`config.mk`:
```
export PLATFORM = sky130hd
export DESIGN_NAME = riscv_core_dcache_axi_write_master_flat
export DESIGN_NICKNAME = d
export VERILOG_FILES = /design/src/rtl/riscv_core_dcache_axi_write_master_pkg.sv /design/src/rtl/riscv_core_dcache_axi_write_master_if.sv /design/src/rtl/riscv_core_dcache_wr_align.sv /design/src/rtl/riscv_core_dcache_axi_write_master.sv /design/src/flat_wrapper.sv
export SDC_FILE = /design/constraint.sdc
export NUM_CORES = 1
export LEC_CHECK = 0
export ABC_CLOCK_PERIOD_IN_PS = 3600
export BUFFER_PORTS_ARGS = -buffer_cell sky130_fd_sc_hd__buf_2
export CAP_MARGIN = 10
export CELL_PAD_IN_SITES_DETAIL_PLACEMENT = 1
export CELL_PAD_IN_SITES_GLOBAL_PLACEMENT = 2
export CORE_AREA = 5 5 116 228
export DETAILED_ROUTE_END_ITERATION = 16
export DIE_AREA = 0 0 121 233
export GPL_ROUTABILITY_DRIVEN = 1
export PLACE_DENSITY_LB_ADDON = 0.1
export SYNTH_ARGS = -nofsm -noshare
export SYNTH_HDL_FRONTEND = slang
export SYNTH_SLANG_ARGS = --single-unit
```
`constraint.sdc`:
```
create_clock -name i_clk -period 3.6 [get_ports i_clk]
set_input_delay 0.18 -clock i_clk [delete_from_list [all_inputs] [get_ports i_clk]]
set_output_delay 0.18 -clock i_clk [all_outputs]
set_load 0.01 [all_outputs]
```
`src/rtl/riscv_core_dcache_axi_write_master_pkg.sv`:
```
// Shared types and AXI constants for the dcache write-through master.
package riscv_core_dcache_pkg;

  typedef enum logic [1:0] {
    WR_IDLE = 2'd0,
    WR_SEND = 2'd1,
    WR_RESP = 2'd2,
    WR_DONE = 2'd3
  } wr_state_e;

  localparam logic [1:0] AXI_BURST_INCR  = 2'b01;
  localparam logic [1:0] AXI_RESP_OKAY   = 2'b00;
  localparam logic [1:0] AXI_RESP_EXOKAY = 2'b01;
  localparam logic [1:0] AXI_RESP_SLVERR = 2'b10;
  localparam logic [1:0] AXI_RESP_DECERR = 2'b11;

endpackage

```
`src/rtl/riscv_core_dcache_axi_write_master_if.sv`:
```
// AXI4 write-channel bundle (AW/W/B) between the dcache write master and memory.
interface riscv_core_dcache_axi_write_master_if #(
  parameter int ADDR_WIDTH = 64,
  parameter int ID_WIDTH   = 4
);
  logic [ADDR_WIDTH-1:0] awaddr;
  logic [ID_WIDTH-1:0]   awid;
  logic [7:0]            awlen;
  logic [2:0]            awsize;
  logic [1:0]            awburst;
  logic                  awvalid;
  logic                  awready;
  logic [63:0]           wdata;
  logic [7:0]            wstrb;
  logic                  wlast;
  logic                  wvalid;
  logic                  wready;
  logic                  bvalid;
  logic [1:0]            bresp;
  logic [ID_WIDTH-1:0]   bid;
  logic                  bready;

  modport master (
    output awaddr, awid, awlen, awsize, awburst, awvalid,
    output wdata, wstrb, wlast, wvalid, bready,
    input  awready, wready, bvalid, bresp, bid
  );

  modport slave (
    input  awaddr, awid, awlen, awsize, awburst, awvalid,
    input  wdata, wstrb, wlast, wvalid, bready,
    output awready, wready, bvalid, bresp, bid
  );
endinterface

```
`src/rtl/riscv_core_dcache_wr_align.sv`:
```
// Moves LSB-justified store data/strobe onto the byte lanes selected by addr[2:0].
module riscv_core_dcache_wr_align (
  input  logic [2:0]  i_sh,
  input  logic [63:0] i_data,
  input  logic [7:0]  i_strobe,
  output logic [63:0] o_wdata,
  output logic [7:0]  o_wstrb
);
  // Bytes shifted past lane 7 are dropped; misalignment is caught upstream.
  assign o_wstrb = i_strobe << i_sh;
  assign o_wdata = i_data << {i_sh, 3'b000};
endmodule

```
`src/rtl/riscv_core_dcache_axi_write_master.sv`:
```
// Write-through master: one store request -> one single-beat AXI4 write, 1-cycle done.
module riscv_core_dcache_axi_write_master
  import riscv_core_dcache_pkg::*;
#(
  parameter int                   ADDR_WIDTH = 64,
  parameter int                   DATA_WIDTH = 64,
  parameter int                   ID_WIDTH   = 4,
  parameter logic [ID_WIDTH-1:0]  AXI_ID     = '0
) (
  input  logic                  i_clk,
  input  logic                  i_rst_n,
  input  logic                  i_mem_write_valid,
  input  logic [ADDR_WIDTH-1:0] i_mem_write_addr,
  input  logic [DATA_WIDTH-1:0] i_mem_write_data,
  input  logic [7:0]            i_mem_write_strobe,
  input  logic [1:0]            i_size,
  output logic                  o_mem_write_done,
  output logic                  o_mem_write_error,
  riscv_core_dcache_axi_write_master_if.master axi
);

  localparam logic [1:0] ST_IDLE = WR_IDLE;
  localparam logic [1:0] ST_SEND = WR_SEND;
  localparam logic [1:0] ST_RESP = WR_RESP;
  localparam logic [1:0] ST_DONE = WR_DONE;

  logic [1:0]            r_state;
  logic [ADDR_WIDTH-1:0] r_awaddr;
  logic [1:0]            r_size;
  logic [63:0]           r_wdata;
  logic [7:0]            r_wstrb;
  logic                  r_awvalid, r_wvalid, r_bready;
  logic                  r_aw_done, r_w_done;
  logic                  r_done, r_error;

  logic [63:0] w_wdata;
  logic [7:0]  w_wstrb;
  logic        w_aw_hs, w_w_hs;
  logic        w_unused;

  riscv_core_dcache_wr_align u_align (
    .i_sh     (i_mem_write_addr[2:0]),
    .i_data   (i_mem_write_data),
    .i_strobe (i_mem_write_strobe),
    .o_wdata  (w_wdata),
    .o_wstrb  (w_wstrb)
  );

  assign w_aw_hs  = r_awvalid & axi.awready;
  assign w_w_hs   = r_wvalid & axi.wready;
  // BID is not checked and only BRESP[1] classifies the response.
  assign w_unused = ^{axi.bid, axi.bresp[0]};

  always_ff @(posedge i_clk) begin
    if (!i_rst_n) begin
      r_state   <= ST_IDLE;
      r_awaddr  <= '0;
      r_size    <= '0;
      r_wdata   <= '0;
      r_wstrb   <= '0;
      r_awvalid <= 1'b0;
      r_wvalid  <= 1'b0;
      r_bready  <= 1'b0;
      r_aw_done <= 1'b0;
      r_w_done  <= 1'b0;
      r_done    <= 1'b0;
      r_error   <= 1'b0;
    end else begin
      case (r_state)
        ST_IDLE: if (i_mem_write_valid) begin
          r_awaddr  <= i_mem_write_addr;
          r_size    <= i_size;
          r_wdata   <= w_wdata;
          r_wstrb   <= w_wstrb;
          r_awvalid <= 1'b1;
          r_wvalid  <= 1'b1;
          r_aw_done <= 1'b0;
          r_w_done  <= 1'b0;
          r_state   <= ST_SEND;
        end
        ST_SEND: begin
          if (w_aw_hs) begin
            r_awvalid <= 1'b0;
            r_aw_done <= 1'b1;
          end
          if (w_w_hs) begin
            r_wvalid <= 1'b0;
            r_w_done <= 1'b1;
          end
          // Same-cycle handshakes count, so look at the flags and this cycle's hs together.
          if ((r_aw_done | w_aw_hs) && (r_w_done | w_w_hs)) begin
            r_bready <= 1'b1;
            r_state  <= ST_RESP;
          end
        end
        ST_RESP: if (axi.bvalid) begin
          r_bready <= 1'b0;
          r_done   <= 1'b1;
          r_error  <= axi.bresp[1];
          r_state  <= ST_DONE;
        end
        ST_DONE: begin
          r_done  <= 1'b0;
          r_error <= 1'b0;
          r_state <= ST_IDLE;
        end
        default: r_state <= ST_IDLE;
      endcase
    end
  end

  assign axi.awaddr  = r_awaddr;
  assign axi.awid    = AXI_ID;
  assign axi.awlen   = 8'd0;
  assign axi.awsize  = {1'b0, r_size};
  assign axi.awburst = AXI_BURST_INCR;
  assign axi.awvalid = r_awvalid;
  assign axi.wdata   = r_wdata;
  assign axi.wstrb   = r_wstrb;
  assign axi.wlast   = 1'b1;
  assign axi.wvalid  = r_wvalid;
  assign axi.bready  = r_bready;

  assign o_mem_write_done  = r_done;
  assign o_mem_write_error = r_error;

endmodule
```
`src/flat_wrapper.sv`:
```
// flat-port wrapper written by rule: the top's interface ports become plain ports
module riscv_core_dcache_axi_write_master_flat import riscv_core_dcache_pkg::*;
#(
  parameter int                   ADDR_WIDTH = 64,
  parameter int                   DATA_WIDTH = 64,
  parameter int                   ID_WIDTH   = 4,
  parameter logic [ID_WIDTH-1:0]  AXI_ID     = '0
)
  (i_clk, i_rst_n, i_mem_write_valid, i_mem_write_addr, i_mem_write_data, i_mem_write_strobe, i_size, o_mem_write_done, o_mem_write_error, axi_awaddr, axi_awid, axi_awlen, axi_awsize, axi_awburst, axi_awvalid, axi_wdata, axi_wstrb, axi_wlast, axi_wvalid, axi_bready, axi_awready, axi_wready, axi_bvalid, axi_bresp, axi_bid);
  riscv_core_dcache_axi_write_master_if #(.ADDR_WIDTH(ADDR_WIDTH), .ID_WIDTH(ID_WIDTH)) axi_i ();
  input  logic i_clk;
  input  logic i_rst_n;
  input  logic i_mem_write_valid;
  input  logic [ADDR_WIDTH-1:0] i_mem_write_addr;
  input  logic [DATA_WIDTH-1:0] i_mem_write_data;
  input  logic [7:0] i_mem_write_strobe;
  input  logic [1:0] i_size;
  output logic o_mem_write_done;
  output logic o_mem_write_error;
  output wire logic [$bits(axi_i.awaddr)-1:0] axi_awaddr;
  output wire logic [$bits(axi_i.awid)-1:0] axi_awid;
  output wire logic [$bits(axi_i.awlen)-1:0] axi_awlen;
  output wire logic [$bits(axi_i.awsize)-1:0] axi_awsize;
  output wire logic [$bits(axi_i.awburst)-1:0] axi_awburst;
  output wire logic [$bits(axi_i.awvalid)-1:0] axi_awvalid;
  output wire logic [$bits(axi_i.wdata)-1:0] axi_wdata;
  output wire logic [$bits(axi_i.wstrb)-1:0] axi_wstrb;
  output wire logic [$bits(axi_i.wlast)-1:0] axi_wlast;
  output wire logic [$bits(axi_i.wvalid)-1:0] axi_wvalid;
  output wire logic [$bits(axi_i.bready)-1:0] axi_bready;
  input wire logic [$bits(axi_i.awready)-1:0] axi_awready;
  input wire logic [$bits(axi_i.wready)-1:0] axi_wready;
  input wire logic [$bits(axi_i.bvalid)-1:0] axi_bvalid;
  input wire logic [$bits(axi_i.bresp)-1:0] axi_bresp;
  input wire logic [$bits(axi_i.bid)-1:0] axi_bid;
  assign axi_awaddr = axi_i.awaddr;
  assign axi_awid = axi_i.awid;
  assign axi_awlen = axi_i.awlen;
  assign axi_awsize = axi_i.awsize;
  assign axi_awburst = axi_i.awburst;
  assign axi_awvalid = axi_i.awvalid;
  assign axi_wdata = axi_i.wdata;
  assign axi_wstrb = axi_i.wstrb;
  assign axi_wlast = axi_i.wlast;
  assign axi_wvalid = axi_i.wvalid;
  assign axi_bready = axi_i.bready;
  assign axi_i.awready = axi_awready;
  assign axi_i.wready = axi_wready;
  assign axi_i.bvalid = axi_bvalid;
  assign axi_i.bresp = axi_bresp;
  assign axi_i.bid = axi_bid;
  riscv_core_dcache_axi_write_master #(.ADDR_WIDTH(ADDR_WIDTH), .DATA_WIDTH(DATA_WIDTH), .ID_WIDTH(ID_WIDTH), .AXI_ID(AXI_ID)) u_core (.i_clk(i_clk), .i_rst_n(i_rst_n), .i_mem_write_valid(i_mem_write_valid), .i_mem_write_addr(i_mem_write_addr), .i_mem_write_data(i_mem_write_data), .i_mem_write_strobe(i_mem_write_strobe), .i_size(i_size), .o_mem_write_done(o_mem_write_done), .o_mem_write_error(o_mem_write_error), .axi(axi_i));
endmodule
```
==> impl_metrics.csv, run 1 <==
group,metric,value,unit
status,status,"finished, final reports clean",
logic_synthesis,syn_area_per_cell,8.430,µm²
global_routing,grt_max_degree,78,
place,hpwl,20.00,mm
sta,fmax,445.5,MHz
drt,wl_met2,14.72,mm
cells_and_area,final_core_util,0.3943,
logic_synthesis,ys.warnings.count,0,
setup_path,crit_arrival,2.59,ns
logic_synthesis,async_flop_share,0,
drt,drc,0,
global_routing,grt_usage,0.1922,
drt,drt_iter0_drc,404,
sta,fin_skew,0.006441,ns
sta,final.setup.worst_slack,1.355,ns
cells_and_area,syn2layout_area_growth,42.62,%
cts,clock_path_buffers,2,
logic_synthesis,synth.area.top_cells,"dfxtp_1 (44%), mux2i_1 (14%), nand2_1 (8.4%)",
setup_path,start_kind,"flip-flop",
floorplan,dieArea,28190,µm²
global_routing,grt_pass1_wl,41.63,mm
sta,grt_setup_unrepaired,"no",
job,drv_cap,0,
drt,antenna_left,0,
setup_path,worst_setup_path_end_kind,"flip-flop",
cts,path_clk_slew,0.06,ns
cells_and_area,drive_gt1_frac,0.2978,
place,pre_cts_slack,1.259,ns
logic_synthesis,synth-edff-count,0,
drt,drt-met1-wl,10.46,mm
sta,finalCritPeriodShare,0.6236,
floorplan,die_w,121,µm
logic_synthesis,yosysMostFrequentCell,"nand2_1",
drt,met3_wirelength,1.569,mm
setup_path,timing_worst_setup_path_type,"flip-flop to flip-flop",
logic_synthesis,yosysSeqAreaShare,0.4358,
logic_synthesis,ys_top_cells_by_count,"nand2_1 (151), dfxtp_1 (147), mux2i_1 (93)",
power,p_leak,4.535,nW
setup_path,crit_fanout,54,
worst_hold_path,hold_class,"primary input to flip-flop",
cells_and_area,final_nets,1268,
sta,final.min_clock_period,2.245,ns
logic_synthesis,synth_cells,801,
drt,wire_per_inst,18.98,µm
floorplan,ioPinCount,309,
cts,cts_root_buffer,"clkbuf_16",
power,powerDensity,595.6,nW/µm²
drt,wl,27.65,mm
logic_synthesis,synth_area,6753,µm²
cts,clkSinkCount,147,
floorplan,core_area,24420,µm²
cts,clkLatencyLatePin,0.44,ns
logic_synthesis,synth_area_leader_cell,"dfxtp_1",
drt,highest_layer,"met4",
power,ir_drop,0.3624,mV
global_routing,antenna_found_initial,0,
cells_and_area,diodes,0,
sta,worst_pin_slew,0.9995,ns
cts,cts_tree,"yes",
setup_path,cp_data_required_time,3.95,ns
sta,slew_headroom,0.3337,
logic_synthesis,synth_cell_types,38,
place,place_congestion,0.7505,
global_routing,grt_pass1_vias,7180,
cts,cts_max_level,4,
floorplan,die_y,233,µm
drt,via_per_inst,4.735,
logic_synthesis,synth_seq_cells,147,
cts,numCtsBuffers,17,
drt,vias,6899,
sta,setup_viol_count_final,0,
logic_synthesis,ys.flop_type,"dfxtp_1",
global_routing,overflow,0,
sta,slew_viol_final,0,
logic_synthesis,synthDominantCellAreaShare,0.4358,
sta,tns,0,ns
sta,hold_viol,0,
place,io_buffers,287,
floorplan,placementRows,81,
drt,first_pass_iters,4,
floorplan,start_util,0.2765,
metrics by stage:
stage	cells	power, mW	instance area, µm²	hold slack (ns)
floorplan	815	3.104	6805	0.3160
finish	1457	5.736	9630	0.04803
detailed placement	1362	3.829	8354	0.4283
global route	1457	6.103	9630	0.06357
global placement	1362	3.805	8354	0.4232
CTS	1457	5.859	9630	0.03018
power by group:
group	internal [mW]	switching, mW	leakage, nW
registers	1.89	0.140	1.20
logic	0.657	1.11	3.02
clock network	1.23	0.708	0.312
total	3.78	1.96	4.54
layout make-up:
class / instances / area [µm²]
clock buffers: 22 / 484.2
clock inverters: 9 / 151.4
fillers: 2977 / 14790
inverters: 12 / 47.55
multi-input cells: 575 / 3415
flip-flops and latches: 147 / 2943
well taps: 332 / 415.4
repair buffers: 360 / 2175
critical path: stages, from the launching register on:
cell and delay (ns):
dfxtp_1 0.34, inv_1 0.12, ha_1 0.29, and2_4 0.66
buf_4 0.46, nand2_1 0.11, a21oi_1 0.14
repair_timing:
item                                   4_1_cts  5_1_grt
setup buffers                                0        0
endpoints found under the hold margin       64        0
hold buffers                                64        0
gates resized for setup                      0        0
setup endpoints to repair                    0        0
state kept, by name (all words and copies together) (netlist names), 2 cells and up:
name and cells:
u_core.axi.awaddr 64, u_core.r_size 2, u_core.r_state 2, u_core.axi.wdata 64, u_core.axi.wstrb 8
cell families (layout without fill, tap and decap cells):
group                    count (synthesis)  in the layout  share of synthesized area
AO/OA/AOI/OAI                          194            194                     0.1807
adder cells (fa/ha/maj)                  5              5                   0.009264
buffers and inverters                   93            403                    0.06782
flip-flops                             147            147                     0.4358
multiplexers                            94             94                     0.1395
other                                    2             16                   0.001112
AND/OR/NAND/NOR                        266            266                     0.1658
placed cells by master, fill, tap and decap left out, drive strengths merged, types with 4 or more instances in the layout:
master and n:
ha 5, dfxtp 147, buf 296, a22oi 37, o32ai 7, a222oi 11, inv 12, o21ai 35
a31oi 10, nand2 151, dlygate4sd3 64, nand2b 10, nand3b 9, a21oi 71, mux2i 93, clkinv 4
nor2 75, o22ai 9, a2bb2oi 10, nor2b 4, nor3 6, clkbuf 22, conb 16, nand3 9
bufinv 4
final timing paths:
kind	startpoint	end	slack [ns]	cells after the start
setup reg to reg	u_core.r_state[0]$_SDFFE_PN0P_	u_core.axi.awaddr[57]$_SDFFE_PN0P_	1.36	6
hold reg to reg	u_core.axi.awaddr[61]$_SDFFE_PN0P_	u_core.axi.awaddr[61]$_SDFFE_PN0P_	0.45	2
setup / recovery	u_core.r_state[0]$_SDFFE_PN0P_	u_core.axi.awaddr[57]$_SDFFE_PN0P_	1.36	6
hold / removal	i_mem_write_data[5]	u_core.axi.wdata[5]$_SDFFE_PN0P_	0.05	3
metal layers:
metal,GRT usage,up-vias
met5,0,-
met4,0.08723,0
met3,0.04281,38
met2,0.3589,243
met1,0.2009,3227
li1,-,3391
Power figures use the tool's default switching activity.
==> run 2, diff against run 1 <==
--- a/config.mk
+++ b/config.mk
@@ -5,14 +5,15 @@
 export SDC_FILE = /design/constraint.sdc
 export NUM_CORES = 1
 export LEC_CHECK = 0
-export ABC_CLOCK_PERIOD_IN_PS = 3600
+export ABC_AREA = 1
+export ABC_CLOCK_PERIOD_IN_PS = 2160
 export BUFFER_PORTS_ARGS = -buffer_cell sky130_fd_sc_hd__buf_2
 export CAP_MARGIN = 10
 export CELL_PAD_IN_SITES_DETAIL_PLACEMENT = 1
 export CELL_PAD_IN_SITES_GLOBAL_PLACEMENT = 2
-export CORE_AREA = 5 5 116 228
+export CORE_AREA = 5 5 127 250
 export DETAILED_ROUTE_END_ITERATION = 16
-export DIE_AREA = 0 0 121 233
+export DIE_AREA = 0 0 132 255
 export GPL_ROUTABILITY_DRIVEN = 1
 export PLACE_DENSITY_LB_ADDON = 0.1
 export SYNTH_ARGS = -nofsm -noshare
==> constraint.sdc (replaced) <==
create_clock -name i_clk -period 2.16 [get_ports i_clk]
set_input_delay 0.108 -clock i_clk [delete_from_list [all_inputs] [get_ports i_clk]]
set_output_delay 0.108 -clock i_clk [all_outputs]
set_load 0.01 [all_outputs]
==> impl_metrics.csv, run 2 <==
group,metric,value,unit
logic_synthesis,synthSimpleGateAreaFrac,0.3871,
drt,vias,8213,
sta,fmax,577.4,MHz
floorplan,start_util,0.2474,
power,ir_drop,0.6304,mV
drt,wire_per_inst,18.83,µm
cells_and_area,syn2layout_area_growth,40.10,%
setup_path,crit_slowest_cell,"dfxtp_1",
cts,clkLatencyLatePin,0.44,ns
global_routing,grt_pass1_vias,8412,
place,placedCellCount,1672,
logic_synthesis,synth_area,7302,µm²
logic_synthesis,synth-compound-area-share,0.09784,
cts,clkSinkCount,147,
cts,path_clk_slew,0.06,ns
sta,finalCritPeriodShare,0.8018,
setup_path,start_kind,"flip-flop",
logic_synthesis,synth_mux_area_frac,0,
sta,final.min_clock_period,1.732,ns
logic_synthesis,ys.flop_type,"dfxtp_1",
logic_synthesis,syn_area_per_cell,6.767,µm²
logic_synthesis,synth-edff-count,0,
logic_synthesis,synth_seq_cells,147,
logic_synthesis,synth.area.top_cells,"dfxtp_1 (40%), nand3_1 (14%), nand2_1 (13%)",
setup_path,timing_worst_setup_path_type,"flip-flop to flip-flop",
floorplan,ioPinCount,309,
logic_synthesis,synth_area_leader_cell,"dfxtp_1",
logic_synthesis,async_flop_share,0,
floorplan,die_w,132,µm
cells_and_area,nFillCells,3737,
drt,drc,0,
drt,first_pass_iters,4,
setup_path,crit_arrival,2.10,ns
cts,numCtsBuffers,17,
logic_synthesis,ys_top_cells_by_count,"nand2_1 (260), nand3_1 (201), nor2_1 (153)",
power,powerDensity,977.1,nW/µm²
drt,wl,33.31,mm
cells_and_area,final_nets,1548,
setup_path,cp_data_required_time,2.52,ns
floorplan,placementRows,89,
floorplan,core_area,29510,µm²
logic_synthesis,synth_xor_area_frac,0,
job,drv_cap,0,
sta,fin_skew,0.007395,ns
logic_synthesis,synth-adder-area-share,0.008568,
logic_synthesis,yosysMostFrequentCell,"nand2_1",
logic_synthesis,yosysSeqAreaShare,0.4030,
setup_path,worst_setup_path_end_kind,"flip-flop",
drt,drt_iter0_drc,290,
logic_synthesis,synth_cell_types,27,
global_routing,overflow,0,
power,total_power,9.996,mW
cells_and_area,layout_common_cells,"buf_2 (287), nand2_1 (260), nand3_1 (201)",
cts,clock_path_buffers,2,
cells_and_area,finalNonFillerCells,1769,
setup_path,critical_path.cell_chain,"inv_1, ha_1, nand2_4, nor2_8, buf_12, nand3_1, a21oi_1",
sta,tns,0,ns
place,hpwl,24.92,mm
cts,cts_tree,"yes",
logic_synthesis,synth_top_family_by_area,"simple AND/OR/NAND/NOR gates",
logic_synthesis,synth_cells,1079,
logic_synthesis,ys.warnings.count,0,
global_routing,grt_pass1_wl,50.58,mm
cts,cts_resized,0,
place,place_congestion,0.8014,
sta,hold_viol,0,
cells_and_area,final_common_cell,"buf_2",
worst_hold_path,hold_class,"primary input to flip-flop",
global_routing,antenna_found_initial,0,
sta,slew_viol_final,0,
global_routing,grt_max_degree,68,
drt,antenna_left,0,
floorplan,dieArea,33660,µm²
cts,cts_root_buffer,"clkbuf_16",
place,io_buffers,287,
sta,grt_setup_unrepaired,"no",
cells_and_area,drive_gt1_frac,0.2690,
drt,via_per_inst,4.643,
setup_path,max_stage_delay,0.35,ns
global_routing,grt_usage,0.1943,
floorplan,die_y,255,µm
cts,cts_max_level,4,
logic_synthesis,synthDominantCellAreaShare,0.4030,
power,p_leak,5.041,nW
setup_path,crit_fanout,37,
sta,setup_viol_count_final,0,
cells_and_area,diodes,0,
status,status,"finished, final reports clean",
run 2: changes by cell type after synthesis, moves of 29 or more:
| cell | delta |
|---|---|
| o21ai_0 | +38 |
| a22oi_1 | -29 |
| nand3_1 | +192 |
| nor2_1 | +79 |
| mux2i_1 | -93 |
| nand2_1 | +109 |
run 2: area by class of cell:
type                    count  area (µm²)  area share
clock buffers              19       442.9     0.04330
clock inverters            12       156.4     0.01529
repair buffers            374        2405      0.2351
multi-input cells         810        3664      0.3581
flip-flops and latches    147        2943      0.2877
inverters                  43       163.9     0.01602
well taps                 364       455.4     0.04452
run 2: cells by family after synthesis:
logic type | after synthesis
compound gates | 137
fa+ha+maj | 5
buf+inv | 136
flops | 147
other cells | 2
simple gates | 652
run 2: worst paths after layout:
kind	from	to	slack [ns]	cells past startpoint
worst min-delay path	i_mem_write_data[3]	u_core.axi.wdata[3]$_SDFFE_PN0P_	0.05	5
worst min register to register	u_core.axi.wdata[24]$_SDFFE_PN0P_	u_core.axi.wdata[24]$_SDFFE_PN0P_	0.46	2
worst max-delay path	u_core.r_state[0]$_SDFFE_PN0P_	u_core.axi.wdata[34]$_SDFFE_PN0P_	0.43	7
worst max register to register	u_core.r_state[0]$_SDFFE_PN0P_	u_core.axi.wdata[34]$_SDFFE_PN0P_	0.43	7
run 2: what timing repair did:
| item | 4_1_cts | 5_1_grt |
|---|---|---|
| hold buffers | 66 | 0 |
| endpoints found under the hold margin | 65 | 0 |
| buffers inserted | 0 | 0 |
run 2: power breakdown:
part	internal, mW	switching (mW)	total (mW)	leakage (nW)
clock network	1.84	1.25	3.10	0.282
registers	3.27	0.271	3.54	1.21
logic	1.24	2.11	3.35	3.55
run 2: critical path: cells and delay by family, from the launching register on:
kind | cells | cell delay (ns)
AO/OA/AOI/OAI | 1 | 0.17
buffers and inverters | 2 | 0.36
adder cells (fa/ha/maj) | 1 | 0.22
AND/OR/NAND/NOR | 3 | 0.55
flip-flops | 1 | 0.35
run 2: stage by stage:
step	instance area, µm²	hold WS [ns]	util	worst slack (ns)
3_5_place_dp	8970	0.3659	0.3040	0.4063
6_report	10230	0.04715	0.3467	0.4281
3_3_place_gp	8970	0.3582	0.3040	0.4265
2_1_floorplan	7355	0.2725	-	0.7084
4_1_cts	10230	0.01786	0.3467	0.3968
5_1_grt	10230	0.05001	0.3467	0.2269
run 2: metal layers:
layer | GRT usage | part of all wire
met5 | 0 | 0
met4 | 0.06855 | 0.028
met3 | 0.04681 | 0.051
met2 | 0.3610 | 0.53
met1 | 0.2139 | 0.39
==> run 3, diff against run 2 <==
--- a/config.mk
+++ b/config.mk
@@ -6,7 +6,7 @@
 export NUM_CORES = 1
 export LEC_CHECK = 0
 export ABC_AREA = 1
-export ABC_CLOCK_PERIOD_IN_PS = 2160
+export ABC_CLOCK_PERIOD_IN_PS = 1800
 export BUFFER_PORTS_ARGS = -buffer_cell sky130_fd_sc_hd__buf_2
 export CAP_MARGIN = 10
 export CELL_PAD_IN_SITES_DETAIL_PLACEMENT = 1
==> constraint.sdc (replaced) <==
create_clock -name i_clk -period 1.8 [get_ports i_clk]
set_input_delay 0.09 -clock i_clk [delete_from_list [all_inputs] [get_ports i_clk]]
set_output_delay 0.09 -clock i_clk [all_outputs]
set_load 0.01 [all_outputs]
==> impl_metrics.csv, run 3 (same netlist as run 2, synthesis figures left out) <==
group,metric,value,unit
floorplan,dieArea,33660,µm²
global_routing,overflow,0,
global_routing,antenna_found_initial,1,
drt,first_pass_iters,4,
sta,slew_viol_final,0,
sta,fin_skew,0.006980,ns
power,p_leak,5.073,nW
cts,clkSinkCount,147,
power,p_int,7.694,mW
setup_path,worst_setup_path_end_kind,"flip-flop",
floorplan,ioPinCount,309,
global_routing,grt.met2_usage,0.3507,
cts,clock_path_buffers,2,
cells_and_area,final_common_cell,"buf_2",
setup_path,start_kind,"flip-flop",
global_routing,grt_pass1_vias,8462,
cts,cts_resized,0,
cells_and_area,layout_common_cells,"buf_2 (287), nand2_1 (260), nand3_1 (201)",
drt,vias,8162,
place,io_buffers,287,
setup_path,timing_worst_setup_path_type,"flip-flop to flip-flop",
sta,tns,0,ns
floorplan,core_area,29510,µm²
cts,cts_tree,"yes",
cts,path_clk_slew,0.06,ns
cts,cts_setup_buffers,0,
sta,fmax,621.7,MHz
cells_and_area,drive_gt1_frac,0.2716,
place,place_congestion,0.8073,
status,status,"finished, final reports clean",
drt,drt_iter0_drc,386,
power,total_power,12.04,mW
power,switching_share,0.3611,
place,hpwl,24.95,mm
global_routing,grt_max_degree,73,
power,power_frac_clock,0.313,
floorplan,die_w,132,µm
sta,hold_viol,0,
drt,antenna_left,0,
place,placed_cell_area,9000,µm²
drt,wire_per_inst,18.79,µm
drt,via_per_inst,4.598,
cts,numCtsBuffers,17,
cells_and_area,stdcell_area,10270,µm²
setup_path,crit_fanout,65,
setup_path,crit_arrival,1.97,ns
cts,clkLatencyLatePin,0.43,ns
global_routing,met1_usage,0.2199,
floorplan,placementRows,89,
global_routing,busiest_layer,"met2",
sta,final.min_clock_period,1.608,ns
global_routing,grt_usage,0.1939,
global_routing,use_met3,0.04426,
worst_hold_path,hold_class,"primary input to flip-flop",
floorplan,start_util,0.2474,
setup_path,cp_data_required_time,2.16,ns
sta,finalCritPeriodShare,0.8936,
power,p_sw,4.349,mW
floorplan,die_y,255,µm
power,power_frac_seq,0.353,
drt,wl,33.35,mm
drt,drc,0,
sta,setup_viol_count_final,0,
sta,grt_setup_unrepaired,"no",
cts,cts_root_buffer,"clkbuf_16",
sta,whs,0.03580,ns
power,ir_drop,0.6972,mV
cts,cts_max_level,4,
cells_and_area,final_nets,1552,
power,powerDensity,1172,nW/µm²
cells_and_area,syn2layout_area_growth,40.70,%
power,pwr-share-comb,0.334,
global_routing,grt_pass1_wl,50.76,mm
job,drv_cap,0,
run 3: changes by cell type in the layout (fill, tap and decap cells not counted), sizes merged:
cell	change
diode	+1
clkinvlp	-1
buf	+4
clkbuf	+1
clkinv	+1
run 3: cell type report:
type / count / area (µm²)
Tap cell: 364 / 455.4
Clock buffer: 20 / 456.7
Clock inverter: 12 / 153.9
Sequential cell: 147 / 2943
Fill cell: 3774 / 19240
Timing Repair Buffer: 378 / 2435
Inverter: 43 / 163.9
Antenna cell: 1 / 2.502
Multi-Input combinational cell: 810 / 3664
run 3: repair_timing:
action,in CTS,in global routing
hold buffers,66,0
setup endpoints to repair,0,0
endpoints found under the hold margin,65,0
run 3: power groups by stage:
stage	clock (mW)	sequential (mW)	combinational [mW]
after floorplan	0	4.63	2.07
after global placement	0	4.31	3.98
after detailed placement	0	4.34	4.01
after CTS	3.92	4.26	4.14
after global routing	4.03	4.35	4.52
final	3.77	4.25	4.02
run 3: critical path, stage by stage (launching register included):
cell and delay, ns:
dfxtp_1 0.33, inv_1 0.08, ha_1 0.24, nand2_4 0.20, buf_12 0.29, nand2_2 0.11, nand2_1 0.11, nand2_1 0.06
a21oi_1 0.11
run 3: path summary, 6_finish.rpt:
kind / from / end / slack, ns / cells past startpoint
setup / recovery: u_core.r_state[0]$_SDFFE_PN0P_ / u_core.axi.wvalid$_SDFFE_PN0P_ / 0.19 / 8
hold reg to reg: u_core.axi.wdata[11]$_SDFFE_PN0P_ / u_core.axi.wdata[11]$_SDFFE_PN0P_ / 0.46 / 2
setup reg to reg: u_core.r_state[0]$_SDFFE_PN0P_ / u_core.axi.wvalid$_SDFFE_PN0P_ / 0.19 / 8
hold / removal: i_mem_write_data[3] / u_core.axi.wdata[3]$_SDFFE_PN0P_ / 0.04 / 5
run 3: routing by layer:
metal / vias up / wire length [µm]
met4: 0 / 1181
met5: - / 0
met2: 226 / 17380
li1: 4108 / -
met3: 29 / 1457
met1: 3799 / 13330
run 3: through the flow:
| stage | std cells | setup WS [ns] | util |
|---|---|---|---|
| after detailed placement | 1676 | 0.1553 | 0.3050 |
| final | 1775 | 0.1916 | 0.3481 |
| after global routing | 1775 | 0.04204 | 0.3481 |
| after CTS | 1774 | 0.1415 | 0.3481 |
| after floorplan | 1093 | 0.3484 | - |
| after global placement | 1676 | 0.1841 | 0.3050 |
